$ cat src/rtl/hazard_control_unit.sv
// rtl/hazard_control_unit.sv - pipeline hazard control: load-use stall, branch flush, multicycle mul/div stall
module hazard_control_unit #(
    parameter int MD_CYCLES = 4
) (
    input  logic        clk,
    input  logic        reset,
    input  logic        ID_EX_MemRead,
    input  logic [4:0]  ID_EX_RegisterRd,
    input  logic [4:0]  IF_ID_RegisterRs1,
    input  logic [4:0]  IF_ID_RegisterRs2,
    input  logic        EX_BranchTaken,
    input  logic        EX_MulDiv,
    output logic        PCWrite,
    output logic        IF_ID_Write,
    output logic        ID_EX_Write,
    output logic        IF_ID_Flush,
    output logic        ID_EX_Flush,
    output logic        EX_MEM_Bubble,
    output logic [31:0] StallCount,
    output logic [15:0] FlushCount,
    output logic [1:0]  ctrl_state
);

    localparam logic [1:0] RUN     = 2'b00;
    localparam logic [1:0] MD_BUSY = 2'b01;

    // The first EX cycle of a mul/div is spent in RUN and the release cycle
    // is spent with md_cnt==0, so the counter is preloaded with two less.
    localparam logic [3:0] MD_LOAD = 4'(MD_CYCLES - 2);

    logic [1:0]  state;
    logic [1:0]  state_next;
    logic [3:0]  md_cnt;
    logic [3:0]  md_cnt_next;
    logic [31:0] stall_count;
    logic [15:0] flush_count;

    logic in_busy;
    logic rd_matches;
    logic load_use;
    logic branch_flush;
    logic md_stall;

    // Encodings 2'b10/2'b11 are never entered; anything but MD_BUSY acts as RUN.
    assign in_busy = (state == MD_BUSY);

    // x0 is hard-wired zero, so a load targeting it can never create a hazard.
    assign rd_matches = (ID_EX_RegisterRd != 5'd0) &&
                        ((ID_EX_RegisterRd == IF_ID_RegisterRs1) ||
                         (ID_EX_RegisterRd == IF_ID_RegisterRs2));

    // Mul/div dominates everything, then a taken branch, then load-use.
    assign load_use     = ID_EX_MemRead && rd_matches && !EX_MulDiv && !EX_BranchTaken;
    assign branch_flush = EX_BranchTaken && !EX_MulDiv;
    assign md_stall     = in_busy ? (md_cnt != 4'd0) : EX_MulDiv;

    // Pipeline enables, flushes and bubble; reset forces the defaults.
    always_comb begin
        PCWrite       = 1'b1;
        IF_ID_Write   = 1'b1;
        ID_EX_Write   = 1'b1;
        IF_ID_Flush   = 1'b0;
        ID_EX_Flush   = 1'b0;
        EX_MEM_Bubble = 1'b0;
        if (!reset) begin
            if (md_stall) begin
                PCWrite       = 1'b0;
                IF_ID_Write   = 1'b0;
                ID_EX_Write   = 1'b0;
                EX_MEM_Bubble = 1'b1;
            end else if (!in_busy) begin
                if (branch_flush) begin
                    IF_ID_Flush = 1'b1;
                    ID_EX_Flush = 1'b1;
                end else if (load_use) begin
                    PCWrite     = 1'b0;
                    IF_ID_Write = 1'b0;
                    ID_EX_Flush = 1'b1;
                end
            end
        end
    end

    // Next state and mul/div occupancy counter.
    always_comb begin
        state_next  = RUN;
        md_cnt_next = md_cnt;
        if (in_busy) begin
            if (md_cnt != 4'd0) begin
                state_next  = MD_BUSY;
                md_cnt_next = md_cnt - 4'd1;
            end
        end else if (EX_MulDiv) begin
            state_next  = MD_BUSY;
            md_cnt_next = MD_LOAD;
        end
    end

    // State register with synchronous reset.
    always_ff @(posedge clk) begin
        if (reset) begin
            state  <= RUN;
            md_cnt <= 4'd0;
        end else begin
            state  <= state_next;
            md_cnt <= md_cnt_next;
        end
    end

    // Saturating count of cycles in which the PC was held.
    always_ff @(posedge clk) begin
        if (reset) begin
            stall_count <= 32'd0;
        end else if (!PCWrite && (stall_count != 32'hFFFF_FFFF)) begin
            stall_count <= stall_count + 32'd1;
        end
    end

    // Saturating count of taken-branch flushes.
    always_ff @(posedge clk) begin
        if (reset) begin
            flush_count <= 16'd0;
        end else if (IF_ID_Flush && (flush_count != 16'hFFFF)) begin
            flush_count <= flush_count + 16'd1;
        end
    end

    assign StallCount = stall_count;
    assign FlushCount = flush_count;
    assign ctrl_state = reset ? RUN : state;

endmodule

$ cat config.mk
export PLATFORM = sky130hd
export DESIGN_NAME = hazard_control_unit
export DESIGN_NICKNAME = d
export VERILOG_FILES = /design/src/rtl/hazard_control_unit.sv
export SDC_FILE = /design/constraint.sdc
export NUM_CORES = 1
export LEC_CHECK = 0
export BUFFER_PORTS_ARGS = -buffer_cell sky130_fd_sc_hd__buf_2
export CORE_MARGIN = 2
export CORE_UTILIZATION = 59
export CTS_BUF_LIST = sky130_fd_sc_hd__clkbuf_4 sky130_fd_sc_hd__clkbuf_8
export CTS_CLUSTER_DIAMETER = 60
export DETAILED_ROUTE_END_ITERATION = 10
export PLACE_DENSITY = 0.88
export SYNTH_ARGS = -nofsm -noshare
export SYNTH_HDL_FRONTEND = slang
export SYNTH_SLANG_ARGS = --single-unit
export TNS_END_PERCENT = 100
$ cat constraint.sdc
create_clock -name clk -period 6.2 [get_ports clk]
set_input_delay 1.24 -clock clk [delete_from_list [all_inputs] [get_ports clk]]
set_output_delay 1.24 -clock clk [all_outputs]
set_load 0.03 [all_outputs]
==> impl_results.md <==
* Run status: finished, final reports clean
* HPWL after DPL at 4743 um
* Clock Tree Root: clkbuf_8
* Pwr Total at 614.2 uW
* Worst reg2reg path depth at 7
* CTS max path bufs at 2
* Fmax at 232.9 MHz
* Layout cells sized above 1 at 21.76%
* Pwr dens at 186.7 mW/mm2
* Post-CTS sizing at 0
* Detailed Routing Iterations Pass 1 at 4
* DR DRC count at 0
* Final Hold Viols at 0
* Iteration-0 DRC Markers at 216
* # port buffers at 74
* Synth cell types at 46
* Area share of the largest cell type after synthesis at 37.34%
* CTS Hold Bufs at 0
* Num CTS Buffers at 5
* P&R area growth vs syn at 15.76%
* Commonest register cell after synthesis: dfxtp_1
* Met2 WL post-DR at 3245 um
* Critical path peak fanout at 34
* Setup Crit Path Kind: input port to output pin
* Cells along the critical path: buf_2 -> buf_4 -> nor4_1 -> o211ai_1 -> nand2_1 -> o21ai_1 -> buf_2
* Clk slew on worst S/H paths at 90 ps
* Setup crit start: reset
* CP most frequent cell: buf_2
* Clock Sinks at 53
* EDFF count, synth at 0
* Post-synth ARST share at 0%
* Critical path arrival at 3050 ps
* Vias in the first global route at 2370
* Critical-path top delay cell: buf_2
* Syn avg cell area at 8.284 um2
* Req. time, crit path at 4960 ps
* TritonCTS clock tree: built
* Syn_nets at 366
* Antenna Cells at 0
* Fin crit period at 4293 ps
* Wire length per cell at 14.48 um
* Crit end category: output pin
* Reg2reg setup slack at 3520 ps
* Core Region at 0.004692 mm2
* Setup TNS at 0 ps
* Initial Utilization at 60.56%
* Max IR drop VDD at 125.6 uV
* Die ar. at 0.005387 mm2
* Filler Cell Count at 393
* Relative slew slack at 38.78%
* CP max stage delay at 490 ps
* Number of synthesized register bits at 53
* Startpoint types: input port
* Metal-1 WL at 2982 um
* DIE WIDTH at 73.40 um
* Total wire length at 6703 um
* GRT Total Usage at 24.59%
* Setup crit end: PCWrite
* Vias at 2777
* DRT antenna net count at 0
* RR Startpoint: md_cnt[0]$_SDFFE_PP0P_
* Final nets at 432
* CTS H-tree lvls at 2
* Via density at 5.998
* Hold WC Path Type: flip-flop to flip-flop
* Metal3 WL at 327 um
* # IOs at 76
* Postcts setup bufs at 0
* Row cnt at 25
* Synth warn at 0
* Synth area leaders: dfxtp_1 37%, xnor2_1 5.2%, nor2_1 4.6%, a21oi_1 4.1%, or3_1 3.3%
* Tcrit/Tclk final at 69.24%
* WHS at 503.1 ps
* Setup Viol. Count Final at 0
* Initial antenna violation count at 0
* Sequential element share of the synthesized area at 37.34%
* DR top layer: met4
* Setup Skew at 8.155 ps
* Final GP Congestion at 0.8150
* Netlist Area Pre-Place at 0.002841 mm2
* Unrepaired setup endpoints after global routing: no
* Leakage at 1.300 nW
* First-pass GRT wire length at 10450 um
* Max-Cap Viols at 0
* Clock latency on the worst-skew pair at 310 ps
* Cells after Synth at 343
* R2R Path End: StallCount[26]$_SDFFE_PP0P_
* Slew @ Worst Pin at 917.5 ps
* Max Slew Vio Count at 0
* Leading area contributor after synthesis: dfxtp_1
* Grt ovf at 0
* Pin count of the biggest net entering global routing at 35
* Die Span Y at 73.40 um
==> report_power, final <==
group	internal [mW]	total [mW]	switching [mW]
registers	0.344	0.348	0.00429
clock network	0.0932	0.201	0.108
logic	0.0236	0.0651	0.0416
total	0.460	0.614	0.154
==> layout by cell type (no fill, tap or decap), drive strengths merged, types with 6 or more instances in the layout <==
master / n
and3: 6
o21ai: 21
nor3: 7
buf: 76
o31ai: 6
or3: 15
nor2b: 10
mux2: 8
nand2: 21
nor4: 6
or4: 9
nor2: 35
clkbuf: 7
inv: 12
xnor2: 17
nand3: 17
a21oi: 23
nand4: 12
dfxtp: 53
==> cell type report <==
| class | count | area [um2] | area share (%) |
|---|---|---|---|
| clock buffer | 7 | 90.09 | 2.739 |
| timing repair buffer | 76 | 385.4 | 11.72 |
| sequential | 53 | 1061 | 32.26 |
| multi-input combinational | 261 | 1640 | 49.87 |
| tap | 54 | 67.56 | 2.054 |
| inverter | 12 | 45.04 | 1.369 |
==> worst max-delay path, delay by kind of cell <==
family | cells | cell delay [ps]
AO/OA/AOI/OAI | 2 | 400
buffers and inverters | 3 | 1170
AND/OR/NAND/NOR | 2 | 230
==> registers in the layout, summed over array words and instances (netlist names) <==
name and count:
FlushCount 16, md_cnt 4, state 1, StallCount 32
==> logic make-up (layout without fill, tap and decap cells) <==
kind of cell | Yosys count | in the layout | synth area share [%]
simple gates | 154 | 154 | 29.46
xor+xnor | 21 | 21 | 6.473
fa+ha+maj | 3 | 3 | 1.321
mux | 11 | 11 | 4.227
flops | 53 | 53 | 37.34
compound gates | 71 | 71 | 16.12
buf+inv | 29 | 95 | 4.932
other cells | 1 | 1 | 0.1320
==> synthesized netlist by cell type (2+ instances only) <==
library cell / n
buf_4: 3
mux2i_1: 3
nor3_1: 6
nand4_1: 12
mux2_1: 8
o311ai_0: 3
xnor2_1: 17
o21ai_0: 13
and2_1: 3
xor2_1: 4
o211ai_1: 3
nand2_1: 21
and3_1: 6
buf_1: 2
a21oi_1: 23
or3_1: 15
and4_1: 4
o21a_1: 3
o41ai_1: 5
nor2_1: 35
buf_2: 4
nand3_1: 17
dfxtp_1: 53
o31ai_1: 6
or4_1: 9
o311ai_1: 2
nand4b_1: 3
nor4_1: 6
buf_6: 2
o21ai_1: 8
o211a_1: 2
ha_1: 3
inv_1: 11
nor4b_1: 2
nor2b_1: 10
clkbuf_1: 6
==> metal layers <==
layer / vias to the layer above / track usage (%)
met1: 1294 / 31.60
met3: 18 / 3.567
met2: 80 / 40.84
li1: 1385 / -
met5: - / 0
met4: 0 / 11.11
==> per-stage QoR <==
stage | area (um2) | worst slack (ps) | util, % | cells
5_1_grt | 3289 | 1786 | 70.11 | 463
2_1_floorplan | 2841 | 2144 | - | 343
4_1_cts | 3289 | 1914 | 70.11 | 463
3_3_place_gp | 3199 | 2019 | 68.19 | 456
3_5_place_dp | 3199 | 1905 | 68.19 | 456
6_report | 3289 | 1907 | 70.11 | 463
==> worst min path at each step <==
stage	start	endpoint	slack [ps]	depth (start not counted)
3_3_place_gp	StallCount[5]$_SDFFE_PP0P_	StallCount[5]$_SDFFE_PP0P_	480	1
2_1_floorplan	md_cnt[2]$_SDFFE_PP0P_	md_cnt[2]$_SDFFE_PP0P_	480	2
5_1_grt	StallCount[5]$_SDFFE_PP0P_	StallCount[5]$_SDFFE_PP0P_	540	1
4_1_cts	StallCount[21]$_SDFFE_PP0P_	StallCount[21]$_SDFFE_PP0P_	500	2
3_5_place_dp	StallCount[21]$_SDFFE_PP0P_	StallCount[21]$_SDFFE_PP0P_	490	2
6_report	StallCount[5]$_SDFFE_PP0P_	StallCount[5]$_SDFFE_PP0P_	500	1
No activity file was read; power rests on OpenSTA's default activity.
